### src/rtl/mem_arbiter.sv
// Arbitrates instruction-fetch and load/store requests onto one shared bus.
// One transaction is outstanding at a time; data wins ties until the grants start alternating.
module mem_arbiter #(
  parameter int unsigned ADDR_W = 32,
  parameter int unsigned DATA_W = 32
) (
  input  logic                  clk,
  input  logic                  rst,
  input  logic                  flush,
  input  logic                  inst_req,
  input  logic [ADDR_W-1:0]     inst_addr,
  output logic [DATA_W-1:0]     inst_rdata,
  output logic                  inst_valid,
  output logic                  stallreq_from_if,
  input  logic                  data_req,
  input  logic                  data_we,
  input  logic [DATA_W/8-1:0]   data_sel,
  input  logic [ADDR_W-1:0]     data_addr,
  input  logic [DATA_W-1:0]     data_wdata,
  output logic [DATA_W-1:0]     data_rdata,
  output logic                  data_valid,
  output logic                  stallreq_from_mem,
  output logic                  bus_req,
  output logic                  bus_we,
  output logic [DATA_W/8-1:0]   bus_sel,
  output logic [ADDR_W-1:0]     bus_addr,
  output logic [DATA_W-1:0]     bus_wdata,
  input  logic                  bus_ack,
  input  logic [DATA_W-1:0]     bus_rdata
);

  localparam int unsigned SEL_W = DATA_W / 8;

  typedef enum logic [1:0] {
    IDLE   = 2'd0,
    BUS_I  = 2'd1,
    BUS_D  = 2'd2,
    DROP_I = 2'd3
  } state_e;

  state_e              state_q, state_d;
  logic                last_data_q, last_data_d;
  logic                bus_req_q, bus_req_d;
  logic                bus_we_q, bus_we_d;
  logic [SEL_W-1:0]    bus_sel_q, bus_sel_d;
  logic [ADDR_W-1:0]   bus_addr_q, bus_addr_d;
  logic [DATA_W-1:0]   bus_wdata_q, bus_wdata_d;
  logic [DATA_W-1:0]   inst_rdata_q, inst_rdata_d;
  logic [DATA_W-1:0]   data_rdata_q, data_rdata_d;
  logic                inst_valid_q, inst_valid_d;
  logic                data_valid_q, data_valid_d;

  logic                inst_elig;
  logic                data_elig;
  logic                grant_inst;
  logic                grant_data;

  // A requester in its completion cycle must not be re-issued; flush blocks fetch.
  assign inst_elig  = inst_req & ~inst_valid_q & ~flush;
  assign data_elig  = data_req & ~data_valid_q;
  assign grant_data = data_elig & (~inst_elig | ~last_data_q);
  assign grant_inst = inst_elig & ~grant_data;

  always_comb begin
    state_d      = state_q;
    last_data_d  = last_data_q;
    bus_req_d    = bus_req_q;
    bus_we_d     = bus_we_q;
    bus_sel_d    = bus_sel_q;
    bus_addr_d   = bus_addr_q;
    bus_wdata_d  = bus_wdata_q;
    inst_rdata_d = inst_rdata_q;
    data_rdata_d = data_rdata_q;
    inst_valid_d = 1'b0;
    data_valid_d = 1'b0;

    unique case (state_q)
      IDLE: begin
        // bus_ack is ignored here; a stray ack after reset must not complete anything.
        if (grant_data) begin
          state_d     = BUS_D;
          last_data_d = 1'b1;
          bus_req_d   = 1'b1;
          bus_we_d    = data_we;
          bus_sel_d   = data_sel;
          bus_addr_d  = data_addr;
          bus_wdata_d = data_wdata;
        end else if (grant_inst) begin
          state_d     = BUS_I;
          last_data_d = 1'b0;
          bus_req_d   = 1'b1;
          bus_we_d    = 1'b0;
          bus_sel_d   = '1;
          bus_addr_d  = inst_addr;
          bus_wdata_d = '0;
        end
      end
      BUS_I: begin
        if (bus_ack) begin
          state_d   = IDLE;
          bus_req_d = 1'b0;
          if (!flush) begin
            inst_rdata_d = bus_rdata;
            inst_valid_d = 1'b1;
          end
        end else if (flush) begin
          state_d = DROP_I;
        end
      end
      BUS_D: begin
        if (bus_ack) begin
          state_d      = IDLE;
          bus_req_d    = 1'b0;
          data_rdata_d = bus_rdata;
          data_valid_d = 1'b1;
        end
      end
      DROP_I: begin
        // Killed fetch still owns the bus until the slave acknowledges it.
        if (bus_ack) begin
          state_d   = IDLE;
          bus_req_d = 1'b0;
        end
      end
      default: state_d = IDLE;
    endcase
  end

  always_ff @(posedge clk) begin
    if (rst) begin
      state_q      <= IDLE;
      last_data_q  <= 1'b0;
      bus_req_q    <= 1'b0;
      bus_we_q     <= 1'b0;
      bus_sel_q    <= '0;
      bus_addr_q   <= '0;
      bus_wdata_q  <= '0;
      inst_rdata_q <= '0;
      data_rdata_q <= '0;
      inst_valid_q <= 1'b0;
      data_valid_q <= 1'b0;
    end else begin
      state_q      <= state_d;
      last_data_q  <= last_data_d;
      bus_req_q    <= bus_req_d;
      bus_we_q     <= bus_we_d;
      bus_sel_q    <= bus_sel_d;
      bus_addr_q   <= bus_addr_d;
      bus_wdata_q  <= bus_wdata_d;
      inst_rdata_q <= inst_rdata_d;
      data_rdata_q <= data_rdata_d;
      inst_valid_q <= inst_valid_d;
      data_valid_q <= data_valid_d;
    end
  end

  assign bus_req           = bus_req_q;
  assign bus_we            = bus_we_q;
  assign bus_sel           = bus_sel_q;
  assign bus_addr          = bus_addr_q;
  assign bus_wdata         = bus_wdata_q;
  assign inst_rdata        = inst_rdata_q;
  assign data_rdata        = data_rdata_q;
  assign inst_valid        = inst_valid_q & ~flush;
  assign data_valid        = data_valid_q;
  assign stallreq_from_if  = inst_req & ~inst_valid;
  assign stallreq_from_mem = data_req & ~data_valid;

endmodule
### config.mk
export PLATFORM = sky130hd
export DESIGN_NAME = mem_arbiter
export DESIGN_NICKNAME = d
export VERILOG_FILES = /design/src/rtl/mem_arbiter.sv
export SDC_FILE = /design/constraint.sdc
export NUM_CORES = 1
export LEC_CHECK = 0
export CORE_ASPECT_RATIO = 0.5
export CORE_MARGIN = 4
export CORE_UTILIZATION = 42
export DETAILED_ROUTE_END_ITERATION = 12
export PLACE_DENSITY_LB_ADDON = 0.08
export SLEW_MARGIN = 20
export SYNTH_ARGS = -nofsm -noshare
export SYNTH_HDL_FRONTEND = slang
export SYNTH_SLANG_ARGS = --single-unit
export TNS_END_PERCENT = 5
### constraint.sdc
create_clock -name clk -period 4.14 [get_ports clk]
set_clock_uncertainty 0.15 [all_clocks]
set_input_delay 0.621 -clock clk [delete_from_list [all_inputs] [get_ports clk]]
set_output_delay 0.621 -clock clk [all_outputs]
set_load 0.02 [all_outputs]
# [Yosys cells after proc, flatten, opt, wreduce, memory -nomap -nowiden]
# Index checks and enable logic that the tools add are counted.
[word_totals] regBits=139 word_cells=68 mem_bits_ro=0 memories=0 out_inout_bits=138 input_bits=139 latchBits=0 mem_bits_rw=0
[classes] mul=0 n_addsub=0 order_cmp=0 div_mod_pow=0 n_eq_ne=7 mux=21 shift=0 n_reduce_logical=11 bitwise=18
[op_table] cell="$mux 32" n=4
[op_table] cell="$mux 2" n=5
[op_table] cell="$not 1->1" n=10
[op_table] cell="$mux 1" n=8
[op_table] cell="$mux 4" n=2
[op_table] cell="$and 1x1->1" n=7
[op_table] cell="$ne 3x3->1 const B" n=2
[op_table] cell="$pmux 2 s3" n=1
[op_table] cell="$reduce_and 2->1" n=3
[op_table] cell="$reduce_and 3->1" n=2
[op_table] cell="$reduce_or 3->1" n=2
[op_table] cell="$eq 2x2->1 const B" n=2
[op_table] cell="$ne 2x1->1 const B" n=2
[op_table] cell="$reduce_or 2->1" n=2
[op_table] cell="$eq 2x1->1 const B" n=1
[op_table] cell="$logic_not 2->1" n=1
[op_table] cell="$pmux 1 s2" n=1
[op_table] cell="$reduce_bool 2->1" n=1
[op_table] cell="$or 1x1->1" n=1

# [Depth between registers and ports, before layout]
# Gate-level depths: netlist of the first run.
[logic_depth] ltp_word=11 mapped_depth=8 depth_no_buf=5

# [Worst setup path after synthesis of the first run]
# Ideal clock, no wire load.
[synth_path] path_kind="input to output" from="input port flush" to="output port stallreq_from_if" stages=2 path_slack_ps=2208 required_ps=3369 arrival_ps=1161 n_path_buf=0 path_cell_list="nor2b_1 nor2b_1"
[synth_via] elab_chain_cells=4
[synth_rtl] item="from (decl)" line_no="9" source="input logic flush,"
[synth_rtl] item="$not 1->1 (no source line)"
[synth_rtl] item="$and 1x1->1" line_no="164" source="assign inst_valid = inst_valid_q & ~flush;"
[synth_rtl] item="$not 1->1" line_no="166" source="assign stallreq_from_if = inst_req & ~inst_valid;"
[synth_rtl] item="$and 1x1->1" line_no="166"
[synth_rtl] item="to (decl)" line_no="14" source="output logic stallreq_from_if,"
# Every way passes these cells.

# [Worst setup path after layout of the first run]
# Ends and elaborated chain as after synthesis.

==> results.toml, run 1 <==
[status]
run_status = "finished clean"

[pwr]
clock_power_share_pct = 40.9
vdd.ir_drop.worst_v = 0.000338
power.density_nw_per_um2 = 440
p_switching_uw = 1050
p_comb_share_pct = 20.4
power.share.sequential_pct = 38.7
cellLeakagePower_uw = 0.00314
p_int_uw = 2790
power.switching_fraction_pct = 27.3

[route]
drc = 0
drt-initial-drc-count = 349
viasPerCell = 4.98
route.final.wire_length_um = 17200
ant_nets = 0
wl_per_instance_um = 16.3
drt_pre_antenna_iters = 5
num_vias = 5230

[cells_and_area]
synthToLayoutAreaGrowth_pct = 65.2
seq_area_sq_um = 2780
n_antenna_cell = 0
final_layout_size_suffix_gt1_share_pct = 8.47
layout_commonest_cell = "clkdlybuf4s50_1"
final_cell_mix = "clkdlybuf4s50_1 (275), nand2_1 (194), dfxtp_1 (139), nor2_1 (77), a21oi_1 (68)"
final_net_count = 1011
multi_input_area_sq_um = 2240
n_fill_cell = 927

[clocking]
numClockSinks = 139
clockRootBuffer = "clkbuf_16"
tritoncts_clock_tree = "built"
tritoncts.num_buffers = 17
clock_tree.htree_level_count = 4
cts-hold-fix-buffers = 0
clk_pin_slew_worst_paths_ns = 0.05
cts.repair.resized = 0
post-cts-setup-buffer-count = 0
clock_insertion_delay_worst_skew_ns = 0.40
clockBufferDepth = 2

[sta]
worst_path_setup_slack_after_routing_ns = 1.27
achievable-frequency_mhz = 348
timing.final.crit_period_ns = 2.87
slew_headroom_pct = 34.8
transition_at_the_pin_with_the_smallest_max_transition_slack_ns = 0.978
final.period_utilization_pct = 69.4
report.final.setup_viol = 0
totalNegativeSetupSlack_ns = 0
timing.final.max_slew_violations = 0
timing_hold_violations_final = 0
hold_slack_ns = 0.302
grt_setup_unrepaired = "false"

[worst_setup_path]
element_type_at_the_critical_path_start = "input port"
critical_path.endpoint_type = "output pin"
cell_type_of_the_slowest_stage_on_the_worst_timing_path = "clkdlybuf4s50_1"
critical-path-max-stage-delay_ns = 0.65
critical_path_required_ns = 3.37
worstPathArrival_ns = 2.10
timing.critical_path.cells = "clkdlybuf4s50_1 > nor2b_1 > nor2b_1 > clkdlybuf4s50_1"
critPathKind = "in2out"
r2r_setup_slack_ns = 2.07
cp_max_fo = 5

[placement]
gp_routability_congestion = 0.761
pre_cts_slack_ns = 1.26
post-dp-hpwl_um = 12000
port-buffer-count = 276

[yosys]
post_synth.cell_area_avg_sq_um = 8.53
syn_nets = 757
postSynthRegisterBits = 139
ys_types = 27
synth_area_sq_um = 5270
synthCells = 618
ys_seq_area_share_pct = 52.8
yosys_warnings = 0

[min_path]
timing.hold.worst.class = "reg2reg"

[die]
std_cell_rows = 28
ios = 277
fp.dieW_um = 166
total_die_area_sq_um = 14500
core_sq_um = 12100
initial_core_util_pct = 43.7
chipHeight_um = 87.2

[global_route]
grt_pass1_wl_um = 26700
grt_overflow = 0
initial_antenna_violation_count = 0
pin_count_of_the_biggest_net_entering_global_routing = 77
globalRouteTotalUtil_pct = 22.9
grt_pass1_vias = 5179

[flow_run]
max_cap_violations = 0
[synthesized netlist by cell type]
| cell type | number | share of area (%) |
|---|---|---|
| and3b_1 | 1 | 0.17 |
| nand2b_2 | 1 | 0.17 |
| dfxtp_1 | 139 | 53 |
| nor3b_4 | 1 | 0.36 |
| inv_1 | 1 | 0.071 |
| a311oi_1 | 7 | 1.2 |
| nor2b_1 | 3 | 0.36 |
| nor3_1 | 6 | 0.57 |
| a21oi_1 | 68 | 6.5 |
| o21a_1 | 1 | 0.14 |
| clkbuf_1 | 31 | 2.2 |
| a22oi_1 | 33 | 4.7 |
| o21ai_0 | 1 | 0.095 |
| a21o_1 | 1 | 0.14 |
| buf_6 | 5 | 1.1 |
| a211oi_4 | 1 | 0.38 |
| a21oi_2 | 1 | 0.17 |
| nand4bb_1 | 1 | 0.21 |
| nand3b_1 | 1 | 0.14 |
| nand2_1 | 194 | 14 |
| buf_4 | 5 | 0.71 |
| or2_1 | 1 | 0.12 |
| o32ai_1 | 1 | 0.17 |
| nor4bb_1 | 1 | 0.19 |
| a311oi_2 | 25 | 7.1 |
| nor2_1 | 77 | 5.5 |
| buf_2 | 11 | 1.0 |
[kinds of logic (layout without fill, tap and decap cells)]
group	after synthesis	count (layout)	synth area share [%]
compound gates	139	139	20.5
buf+inv	53	320	5.10
simple gates	287	287	21.6
flops	139	139	52.8
[stage by stage]
step | util, % | instance area [sq um] | power (uW) | cells
global route | 72.3 | 8710 | 3980 | 1050
finish | 72.3 | 8710 | 3830 | 1050
global placement | 67.2 | 8100 | 2280 | 1018
detailed placement | 67.2 | 8100 | 2300 | 1018
floorplan | - | 5270 | 1910 | 618
CTS | 72.3 | 8710 | 3870 | 1050
[registers in the layout, summed over array words and instances, names as in the netlist, 2 cells and up]
signal and flops:
bus_addr 32, bus_sel 4, bus_wdata 32, data_rdata 32
inst_rdata 32, state_q 2
[critical path, delay by kind of cell]
kind | cells | cell delay [ns]
simple gates | 2 | 0.22
buf+inv | 2 | 1.26
[power by group through the flow]
stage / Sequential [uW] / Clock (uW) / Combinational, uW
after floorplan: 1620 / 0 / 295
after global routing: 1500 / 1650 / 835
after detailed placement: 1510 / 0 / 784
after CTS: 1480 / 1600 / 788
final: 1480 / 1570 / 780
after global placement: 1510 / 0 / 776
[per-layer routing]
| metal | GRT usage [%] | up-vias | part of all wire [%] |
|---|---|---|---|
| li1 | - | 2589 | - |
| met1 | 25.5 | 2451 | 39 |
| met2 | 41.5 | 170 | 50 |
| met3 | 9.11 | 20 | 9.4 |
| met4 | 6.38 | 0 | 1.4 |
| met5 | 0 | - | 0 |
[path summary, 6_finish.rpt]
| check | endpoint | depth (start not counted) | startpoint |
|---|---|---|---|
| worst max-delay path | stallreq_from_if | 4 | flush |
| worst min-delay path | bus_req | 2 | bus_req |
| worst max register to register | bus_wdata[0] | 5 | state_q[1] |
| worst min register to register | bus_req | 2 | bus_req |
[layout make-up]
class | count | share of cell area [%]
timing repair buffer | 287 | 32.9
clock buffer | 19 | 5.09
sequential | 139 | 32.0
inverter | 1 | 0.0431
multi-input combinational | 426 | 25.7
clock inverter | 13 | 1.90
tap | 165 | 2.37
(Power assumes the default switching activity.)
==> run 2: changes to the inputs <==
--- a/config.mk
+++ b/config.mk
@@ -7,7 +7,7 @@
 export LEC_CHECK = 0
 export CORE_ASPECT_RATIO = 0.5
 export CORE_MARGIN = 4
-export CORE_UTILIZATION = 42
+export CORE_UTILIZATION = 39
 export DETAILED_ROUTE_END_ITERATION = 12
 export PLACE_DENSITY_LB_ADDON = 0.08
 export SLEW_MARGIN = 20
==> constraint.sdc (replaced) <==
create_clock -name clk -period 2.9 [get_ports clk]
set_clock_uncertainty 0.15 [all_clocks]
set_input_delay 0.435 -clock clk [delete_from_list [all_inputs] [get_ports clk]]
set_output_delay 0.435 -clock clk [all_outputs]
set_load 0.02 [all_outputs]
==> run 2 against run 1 <==
Against the previous run:
- sequential share of layout area shrank 0.29 points
- combinational power grew 46%
- core utilization shrank 4.4 points
- cell count grew 1.2%
- non-clock buffer count grew 8
- via count grew 0.21%
- critical endpoint unchanged
- highest routed layer unchanged
==> results.toml, run 2 (synthesis results as in run 1) <==
[status]
run_status = "finished clean"

[placement]
pre_cts_slack_ns = 0.193
post-dp-hpwl_um = 12500
dp_cells = 1030
port-buffer-count = 276
gp_routability_congestion = 0.775

[cells_and_area]
final_net_count = 1019
final_cell_mix = "clkdlybuf4s50_1 (275), nand2_1 (194), dfxtp_1 (139), nor2_1 (77), a21oi_1 (68)"
synthToLayoutAreaGrowth_pct = 66.7
post_layout_nonfiller_instances = 1063
n_antenna_cell = 0
final_layout_size_suffix_gt1_share_pct = 9.41
n_fill_cell = 1050
postLayoutCoreUtil_pct = 67.8
layout_commonest_cell = "clkdlybuf4s50_1"

[worst_setup_path]
timing.critical_path.cells = "clkdlybuf4s50_1 > buf_4 > nor2b_1 > nor2b_1 > clkdlybuf4s50_1"
critical_path.endpoint_type = "output pin"
worstPathArrival_ns = 1.90
worst-r2r-cell-count = 6
critical_path_required_ns = 2.32
cpLargestDelayFamily = "buffers and inverters"
regToRegStartpoint = "state_q[1]"
cp_max_fo = 4
timing.rr.end = "bus_wdata[4]"
critical-path-max-stage-delay_ns = 0.61
buffers_plus_inverters_on_the_worst_setup_path = 3
critPathKind = "in2out"
r2r_setup_slack_ns = 0.89
element_type_at_the_critical_path_start = "input port"
cell_type_of_the_slowest_stage_on_the_worst_timing_path = "clkdlybuf4s50_1"

[sta]
timing.final.crit_period_ns = 2.49
achievable-frequency_mhz = 402
grt_setup_unrepaired = "false"
report.final.setup_viol = 0
timing.final.max_slew_violations = 0
timing_hold_violations_final = 0
final.period_utilization_pct = 85.8
transition_at_the_pin_with_the_smallest_max_transition_slack_ns = 0.583
worst_path_setup_slack_after_routing_ns = 0.413
totalNegativeSetupSlack_ns = 0
slew_headroom_pct = 61.2

[clocking]
cts-hold-fix-buffers = 0
tritoncts_clock_tree = "built"
clockBufferDepth = 2
post-cts-setup-buffer-count = 0
clockRootBuffer = "clkbuf_16"
clock_insertion_delay_worst_skew_ns = 0.41
cts.repair.resized = 0
numClockSinks = 139
clk_pin_slew_worst_paths_ns = 0.07
tritoncts.num_buffers = 17
clock_tree.htree_level_count = 4

[route]
routedLengthMet1_um = 6950
route.final.wire_length_um = 17500
drt-initial-drc-count = 321
drt_pre_antenna_iters = 4
ant_nets = 0
highest_routed_layer = "met4"
met3WireLength_um = 1720
drc = 0
viasPerCell = 4.93
wl_met2_um = 8660
wl_per_instance_um = 16.5
num_vias = 5241

[die]
core_sq_um = 13000
chipHeight_um = 90.2
total_die_area_sq_um = 15600
ios = 277
initial_core_util_pct = 40.7
std_cell_rows = 29
fp.dieW_um = 172

[pwr]
vdd.ir_drop.worst_v = 0.000425
cellLeakagePower_uw = 0.00317
power.density_nw_per_um2 = 619
total_power_uw = 5440

[global_route]
grt_overflow = 0
grt_pass1_vias = 5122
initial_antenna_violation_count = 0
pin_count_of_the_biggest_net_entering_global_routing = 54
grt_pass1_wl_um = 26900
globalRouteTotalUtil_pct = 21.6

[min_path]
min_delay_path_depth = 2
timing.hold.worst.class = "reg2reg"
hold_end = "inst_rdata[29]"
worstHoldStart = "inst_rdata[29]"

[flow_run]
max_cap_violations = 0
[run 2: layer usage]
metal	vias up	GRT usage [%]
li1	2602	-
met4	0	4.84
met2	162	37.1
met3	14	9.60
met5	-	0
met1	2463	24.7
[run 2: per-stage QoR]
stage | hold WS, ns | instance area, sq um
floorplan | 0.383 | 5270
global placement | 0.291 | 8180
detailed placement | 0.296 | 8180
CTS | 0.304 | 8770
global route | 0.318 | 8790
finish | 0.302 | 8790
[run 2: worst max path at each step]
stage / from / endpoint / slack, ns / cells past startpoint
floorplan: data_valid / bus_sel[2] / 1.10 / 8
global placement: flush / bus_wdata[8] / 0.24 / 6
detailed placement: flush / bus_wdata[4] / 0.19 / 6
CTS: flush / stallreq_from_if / 0.41 / 5
global route: flush / stallreq_from_if / 0.34 / 5
finish: flush / stallreq_from_if / 0.41 / 5
[run 2: where the power goes]
part / switching (uW) / total [uW] / internal (uW)
Combinational: 575 / 1140 / 568
Clock: 934 / 2170 / 1240
Sequential: 73.4 / 2120 / 2040
[run 2: worst reg2reg max path: stages, from the launching register on]
cell      delay, ns
dfxtp_1        0.38
or2_1          0.32
a211oi_4       0.48
buf_8          0.23
buf_4          0.20
a22oi_1        0.10
nor2_1         0.10
[run 2: cell type report]
type | count | area [sq um] | share of cell area [%]
flip-flops and latches | 139 | 2780 | 31.7
repair buffers | 295 | 2960 | 33.7
inverters | 1 | 3.75 | 0.0427
multi-input cells | 426 | 2240 | 25.5
clock buffers | 18 | 439 | 5.00
well taps | 170 | 213 | 2.42
clock inverters | 14 | 149 | 1.69
